**config.mk**
```make
export PLATFORM = sky130hd
export DESIGN_NAME = data_mem_ctrl
export DESIGN_NICKNAME = d
export VERILOG_FILES = /design/src/rtl/data_mem_ctrl.sv
export SDC_FILE = /design/constraint.sdc
export NUM_CORES = 1
export LEC_CHECK = 0
export ABC_AREA = 1
export BUFFER_PORTS_ARGS = -buffer_cell sky130_fd_sc_hd__buf_2
export CAP_MARGIN = 20
export CORE_MARGIN = 3
export CORE_UTILIZATION = 55
export CTS_CLUSTER_SIZE = 30
export DETAILED_ROUTE_END_ITERATION = 7
export GPL_TIMING_DRIVEN = 0
export PLACE_DENSITY = 0.87
export SYNTH_ARGS = -nofsm -noshare
export SYNTH_HDL_FRONTEND = slang
export SYNTH_SLANG_ARGS = --single-unit
```
**constraint.sdc**
```tcl
create_clock -name clk -period 5.9 [get_ports clk]
set_clock_uncertainty 0.2 [all_clocks]
set_input_delay 0.59 -clock clk [delete_from_list [all_inputs] [get_ports clk]]
set_output_delay 0.59 -clock clk [all_outputs]
set_load 0.1 [all_outputs]
```
**src/rtl/data_mem_ctrl.sv**
```systemverilog
// rtl/data_mem_ctrl.sv - memory-stage load/store controller for the adapter data port
// One request at a time: checks, one adapter access with timeout, one-cycle done pulse.

module data_mem_ctrl #(
    parameter int unsigned TIMEOUT = 16
) (
    input  logic        clk,
    input  logic        rst,
    input  logic        req,
    input  logic        req_store,
    input  logic [2:0]  req_op,
    input  logic [31:0] req_addr,
    input  logic [31:0] req_wdata,
    output logic        busy,
    output logic        done,
    output logic [1:0]  err,
    output logic [31:0] rdata,
    output logic        mem_re,
    output logic [3:0]  mem_we,
    output logic [6:0]  mem_addr,
    output logic [31:0] mem_din,
    input  logic [31:0] mem_dout,
    input  logic        mem_dready
);

    typedef enum logic [2:0] {
        S_IDLE,
        S_RD_WAIT,
        S_WR_PULSE,
        S_WR_WAIT,
        S_RECOVER
    } state_t;

    localparam logic [4:0] TO_CNT = 5'(TIMEOUT);

    localparam logic [1:0] ERR_OK      = 2'b00;
    localparam logic [1:0] ERR_ALIGN   = 2'b01;
    localparam logic [1:0] ERR_RANGE   = 2'b10;
    localparam logic [1:0] ERR_TIMEOUT = 2'b11;

    state_t      state_q, state_d;
    logic [2:0]  op_q, op_d;
    logic [8:0]  addr_q, addr_d;
    logic [3:0]  we_q, we_d;
    logic [31:0] din_q, din_d;
    logic [4:0]  cnt_q, cnt_d;
    logic        done_q, done_d;
    logic [1:0]  err_q, err_d;
    logic [31:0] rdata_q, rdata_d;

    // Request decode, evaluated on the raw request inputs while idle
    logic        op_legal;
    logic        misaligned;
    logic        out_of_range;
    logic [3:0]  store_we;
    logic [31:0] store_din;

    always_comb begin
        op_legal     = 1'b0;
        misaligned   = 1'b0;
        out_of_range = |req_addr[31:9];
        store_we     = 4'b0000;
        store_din    = 32'h0;

        if (req_store) begin
            op_legal = (req_op <= 3'b010);
        end else begin
            op_legal = (req_op == 3'b000) || (req_op == 3'b001) || (req_op == 3'b010) ||
                       (req_op == 3'b100) || (req_op == 3'b101);
        end

        case (req_op[1:0])
            2'b01:   misaligned = req_addr[0];
            2'b10:   misaligned = (req_addr[1:0] != 2'b00);
            default: misaligned = 1'b0;
        endcase

        case (req_op[1:0])
            2'b00: begin
                store_we  = 4'b0001 << req_addr[1:0];
                store_din = {4{req_wdata[7:0]}};
            end
            2'b01: begin
                store_we  = req_addr[1] ? 4'b1100 : 4'b0011;
                store_din = {2{req_wdata[15:0]}};
            end
            default: begin
                store_we  = 4'b1111;
                store_din = req_wdata;
            end
        endcase
    end

    // Lane extraction and extension of the returned word, using the latched request
    logic [7:0]  load_byte;
    logic [15:0] load_half;
    logic [31:0] load_ext;

    always_comb begin
        load_byte = 8'h0;
        load_half = addr_q[1] ? mem_dout[31:16] : mem_dout[15:0];
        load_ext  = 32'h0;

        case (addr_q[1:0])
            2'b00:   load_byte = mem_dout[7:0];
            2'b01:   load_byte = mem_dout[15:8];
            2'b10:   load_byte = mem_dout[23:16];
            default: load_byte = mem_dout[31:24];
        endcase

        case (op_q)
            3'b000:  load_ext = {{24{load_byte[7]}}, load_byte};
            3'b001:  load_ext = {{16{load_half[15]}}, load_half};
            3'b010:  load_ext = mem_dout;
            3'b100:  load_ext = {24'h0, load_byte};
            3'b101:  load_ext = {16'h0, load_half};
            default: load_ext = 32'h0;
        endcase
    end

    always_comb begin
        state_d = state_q;
        op_d    = op_q;
        addr_d  = addr_q;
        we_d    = we_q;
        din_d   = din_q;
        cnt_d   = cnt_q;
        done_d  = 1'b0;
        err_d   = err_q;
        rdata_d = rdata_q;

        case (state_q)
            S_IDLE: begin
                if (req) begin
                    op_d   = req_op;
                    addr_d = req_addr[8:0];
                    if (!op_legal || misaligned) begin
                        state_d = S_RECOVER;
                        done_d  = 1'b1;
                        err_d   = ERR_ALIGN;
                        rdata_d = 32'h0;
                    end else if (out_of_range) begin
                        state_d = S_RECOVER;
                        done_d  = 1'b1;
                        err_d   = ERR_RANGE;
                        rdata_d = 32'h0;
                    end else if (req_store) begin
                        state_d = S_WR_PULSE;
                        we_d    = store_we;
                        din_d   = store_din;
                    end else begin
                        state_d = S_RD_WAIT;
                        cnt_d   = 5'd0;
                    end
                end
            end

            S_RD_WAIT: begin
                if (mem_dready) begin
                    state_d = S_RECOVER;
                    done_d  = 1'b1;
                    err_d   = ERR_OK;
                    rdata_d = load_ext;
                end else if (cnt_q == TO_CNT) begin
                    state_d = S_RECOVER;
                    done_d  = 1'b1;
                    err_d   = ERR_TIMEOUT;
                    rdata_d = 32'h0;
                end else begin
                    cnt_d = cnt_q + 5'd1;
                end
            end

            S_WR_PULSE: begin
                state_d = S_WR_WAIT;
                cnt_d   = 5'd0;
            end

            S_WR_WAIT: begin
                if (mem_dready) begin
                    state_d = S_RECOVER;
                    done_d  = 1'b1;
                    err_d   = ERR_OK;
                    rdata_d = 32'h0;
                end else if (cnt_q == TO_CNT) begin
                    state_d = S_RECOVER;
                    done_d  = 1'b1;
                    err_d   = ERR_TIMEOUT;
                    rdata_d = 32'h0;
                end else begin
                    cnt_d = cnt_q + 5'd1;
                end
            end

            // One idle cycle with mem_re low so the adapter restarts its read delay
            S_RECOVER: begin
                state_d = S_IDLE;
            end

            default: begin
                state_d = S_IDLE;
            end
        endcase
    end

    always_ff @(posedge clk) begin
        if (rst) begin
            state_q <= S_IDLE;
            op_q    <= 3'b000;
            addr_q  <= 9'h0;
            we_q    <= 4'b0000;
            din_q   <= 32'h0;
            cnt_q   <= 5'd0;
            done_q  <= 1'b0;
            err_q   <= ERR_OK;
            rdata_q <= 32'h0;
        end else begin
            state_q <= state_d;
            op_q    <= op_d;
            addr_q  <= addr_d;
            we_q    <= we_d;
            din_q   <= din_d;
            cnt_q   <= cnt_d;
            done_q  <= done_d;
            err_q   <= err_d;
            rdata_q <= rdata_d;
        end
    end

    assign busy     = (state_q != S_IDLE);
    assign done     = done_q;
    assign err      = err_q;
    assign rdata    = rdata_q;
    assign mem_re   = (state_q == S_RD_WAIT);
    assign mem_we   = (state_q == S_WR_PULSE) ? we_q : 4'b0000;
    assign mem_addr = addr_q[8:2];
    assign mem_din  = din_q;

endmodule

```
Yosys cells after proc, flatten, opt, wreduce, memory -nomap -nowiden
Index checks and enable logic that the tools add are counted.
{ "totals": {"reg_bits": 91, "output_inout_bits": 80, "wordCells": 104, "input_bits": 104} }
{ "classes": {"n_eq_ne": 24, "addsub": 1, "shift": 1, "mux": 42, "n_bitwise": 2, "magnitude_cmp": 1, "n_reduce_logical": 24} }
{ "op_table": {"columns": ["cell", "n"], "rows": [
  ["32-bit two-way mux", 6],
  ["32-bit one-hot mux with 5 select lines", 1],
  ["32-bit one-hot mux with 3 select lines", 1],
  ["32-bit one-hot mux with 2 select lines", 1],
  ["5-bit two-way mux", 6],
  ["8-bit one-hot mux with 3 select lines", 1],
  ["23-bit OR reduction", 1],
  ["16-bit two-way mux", 1],
  ["3-bit two-way mux", 5],
  ["5-bit one-hot mux with 3 select lines", 1],
  ["3-bit by 2-bit equality test with 1-bit output, second input constant", 4],
  ["3-bit equality test, second input constant", 4],
  ["2-bit two-way mux", 6],
  ["2-bit inequality test, second input constant", 6],
  ["3-bit by 1-bit equality test with 1-bit output, second input constant", 3],
  ["3-bit logical NOT", 3],
  ["3-bit one-hot mux with 3 select lines", 1],
  ["3-bit nonzero test", 3],
  ["4-bit two-way mux", 2],
  ["4-bit one-hot mux with 2 select lines", 1],
  ["7-bit AND reduction", 1],
  ["1-bit two-way mux", 6],
  ["5-bit by 1-bit adder with 5-bit output, second input constant", 1],
  ["5-bit equality test, second input constant", 1],
  ["other kinds (18)", 29]
]} }

Depth between registers and ports, before layout
{ "depth": {"ltp_word": 11, "ltp_mapped": 16, "depth_no_buf": 13} }

Least setup slack after synthesis
No wires, ideal clock.
{ "synth_path": {"kind": "reg-to-output", "startpoint": "register state_q[1]", "endpoint": "output port mem_we[0]", "n_path_buf": 0, "path_slack_ns": 3.329, "required_ns": 5.110, "t_arrival_ns": 1.781, "path_stages_with_launch": 3, "path_cell_list": "dfxtp_1 nand2_1 nor2_1"} }
{ "synth_via": {"elab_chain_cells": 2} }
{ "synth_lines": {"columns": ["element", "line", "rtl"], "rows": [
  ["start, declared", "41", "state_t state_q, state_d;"],
  ["start signal, assigned", "218", "state_q <= state_d;"],
  ["3-bit by 2-bit equality test with 1-bit output", "235", "assign mem_we = (state_q == S_WR_PULSE) ? we_q : 4'b0000;"],
  ["4-bit two-way mux", "235", null],
  ["end, declared", "19", "output logic [3:0] mem_we,"]
]} }
Every way passes these cells.

Worst setup path after layout
Ends and elaborated chain as after synthesis.

==> impl_metrics.tcl <==
set metrics [dict create \
    outcome "completed" \
    critPathSlowestCell "dfxtp_1" \
    dp_hpwl_um 12280 \
    wl_met3_um 1436 \
    yosys_warnings 0 \
    port_buffers 183 \
    r2r_cells 6 \
    fin_hold_ws_ns 0.2293 \
    multi_input_area_um2 2784 \
    grt_pass1_wl_um 25830 \
    final_common_cell "nand2_1" \
    p_total_mw 1.403 \
    hold_path_depth 3 \
    rsz0062_at_grt "no" \
    viasPerCell 5.219 \
    cts_buffer_depth 2 \
    area_delta_synth_final_pct 24.63 \
    crit_chain "nand2_1, nor2_1, buf_2" \
    syn_inst 821 \
    hold_buffers 0 \
    finalCriticalPeriod_ns 2.421 \
    maxCapViolCount 0 \
    rows 35 \
    power_density_nw_per_um2 214.1 \
    clockRootBuffer "clkbuf_8" \
    vias 5997 \
    relSlewSlack 0.6191 \
    place_congestion 0.9793 \
    synth_top_family_by_area "simple AND/OR/NAND/NOR gates" \
    post-place-ws_ns 3.235 \
    seq_area_frac_synth 0.3464 \
    numCtsBuffers 9 \
    initial_core_util 0.5664 \
    ir_worst_vdd_uv 170.1 \
    n_antenna_cell 0 \
    timing.critical_path.buf_inv 1 \
    synth.distinct_cells 37 \
    synthMuxAreaShare 0 \
    ioPinCount 184 \
    worst-setup-path-type "register to output pin" \
    synth_edf_count 0 \
    dieArea_um2 10770 \
    synth-simple-area-share 0.3745 \
    top_layer_used "met5" \
    grt_max_degree 19 \
    r2r_slack_ns 3.86 \
    core_area_um2 9284 \
    antenna_found_initial 1 \
    p_leak_nw 3.335 \
    cts_num_sinks 91 \
    async_reset_ff_frac 0 \
    drt-pass1-iter-count 7 \
    cts_tree "built" \
    yosys.area_share.adder 0.01190 \
    place_inst 1133 \
    path_clk_slew_ns 0.11 \
    postCtsSetupRepairBufs 0 \
    min-delay-start "req_addr[4]" \
    fin_ws_ns 3.479 \
    synth_flop_cell "dfxtp_1" \
    min_to "addr_q[4]" \
    r2r_end "rdata[6]" \
    finalSetupTns_ns 0 \
    ys_ff_latch 91 \
    hold_viol_final 0 \
    grt_pass1_vias 5578 \
    syn-num-nets 930 \
    finalMaxSlewViolations 0 \
    final_util 0.7059 \
    worstPathRequired_ns 5.11 \
    final_cell_mix "nand2_1 (213), buf_2 (196), nor2_1 (117)" \
    hold_path.class "primary input to register" \
    drtIter0Drc 376 \
    path_delay_family "flip-flops" \
    crit_path_max_incr_delay_ns 0.46 \
    setup_viol 0 \
    r2r-start "state_q[2]" \
    grt.overflow.total 0 \
    syn_area_um2 5259 \
    fin_cells 1149 \
    wl_met2_um 7520 \
    endpoint_kind "output pin" \
    drc 0 \
    min_period_over_period 0.4103 \
    ff_latch_area_um2 1822 \
    chipWidth_um 103.8 \
    final_nets 1124 \
    postRouteAntennaNets 0 \
    crit_fanout 5 \
    dpl-instance-area_um2 6336 \
    routed_wl_um 15760 \
    fmax_mhz 413.1 \
    synth-compound-area-share 0.1380 \
    wl_per_cell_um 13.72 \
    start_kind "register" \
    arrival_ns 1.63 \
    clk_latency_ns 0.37 \
    cts_resized 0 \
    syn_avg_cell_area_um2 6.405 \
    drive_gt1_frac 0.2569 \
    drt-met1-wl_um 6444 \
    final_area_um2 6554 \
    fillers 851 \
    grt.total_usage 0.2879 \
    htree_levels 3 \
    yosys.area_share.xor_xnor 0.004996 \
    tightestPinTransition_ns 0.5714 \
    dieHeight_um 103.8 \
]
-- state kept, by name, summed over array words and instances (netlist names) --
name,cells
we_q,4
addr_q,9
err,2
state_q,3
done,1
mem_din,32
op_q,3
cnt_q,5
rdata,32
-- cell usage after synthesis (2+ instances only) --
cell type	n	area [um^2]
inv_1	79	296.5
nor3b_2	2	25.02
o21bai_1	2	15.01
clkinv_1	2	7.510
buf_1	2	7.510
nand2_4	2	22.52
clkbuf_1	13	48.80
nand3_2	2	20.02
a21oi_1	62	310.3
nand3_4	2	35.03
nand4_1	6	37.54
buf_4	9	67.56
nand3_1	66	330.3
buf_6	11	123.9
nand2_1	213	799.5
inv_2	8	30.03
a22o_1	3	26.28
o211ai_1	6	45.04
buf_2	13	65.06
nor3b_1	16	120.1
nor2_4	2	22.52
nand2_2	4	25.02
nor2_2	4	25.02
nor3_1	9	45.04
nor2_1	117	439.2
dfxtp_1	91	1822
xor2_1	2	17.52
ha_1	5	62.56
o21ai_0	60	300.3
-- cell families (layout without fill, tap and decap cells) --
group | Yosys count | after routing
buffers and inverters | 138 | 337
AO/OA/AOI/OAI | 137 | 137
XOR/XNOR | 3 | 3
flip-flops | 91 | 91
AND/OR/NAND/NOR | 447 | 447
adder cells (fa/ha/maj) | 5 | 5
-- how the worst max path moves through the flow --
stage,slack [ns],cells after the start,startpoint,endpoint
after floorplan,3.33,2,state_q[1],mem_we[0]
after global placement,3.24,15,req_op[1],mem_din[22]
after detailed placement,3.24,15,req_op[1],mem_din[19]
after CTS,3.50,3,state_q[1],mem_we[0]
after global routing,3.39,15,req_op[1],we_q[1]
final,3.48,3,state_q[1],mem_we[0]
-- worst reg2reg max path, stage by stage (launching register included) --
cell and delay [ns]:
dfxtp_1 0.34, inv_1 0.10, nand2_2 0.14, nor3_2 0.36, clkbuf_1 0.39, o21ai_0 0.26, a21oi_1 0.18
-- routing by layer --
metal  global-route usage  up-vias
met1               0.3625     2684
met2               0.4958      271
met3              0.06355       35
met4              0.08357        2
met5                    0        -
li1                     -     3005
-- cell type report --
type / count / area share
sequential: 91 / 0.2780
multi-input combinational: 592 / 0.4248
timing repair buffer: 183 / 0.1397
clock buffer: 9 / 0.01890
inverter: 90 / 0.05193
clock inverter: 7 / 0.01432
tap: 129 / 0.02463
buffer: 48 / 0.04773
-- power breakdown --
group,switching [mW],internal [mW],total [mW],leakage (nW)
registers,0.00734,0.624,0.631,0.737
logic,0.204,0.0981,0.302,2.49
clock network,0.262,0.208,0.470,0.107
total,0.474,0.930,1.40,3.34
(Power assumes the default switching activity.)
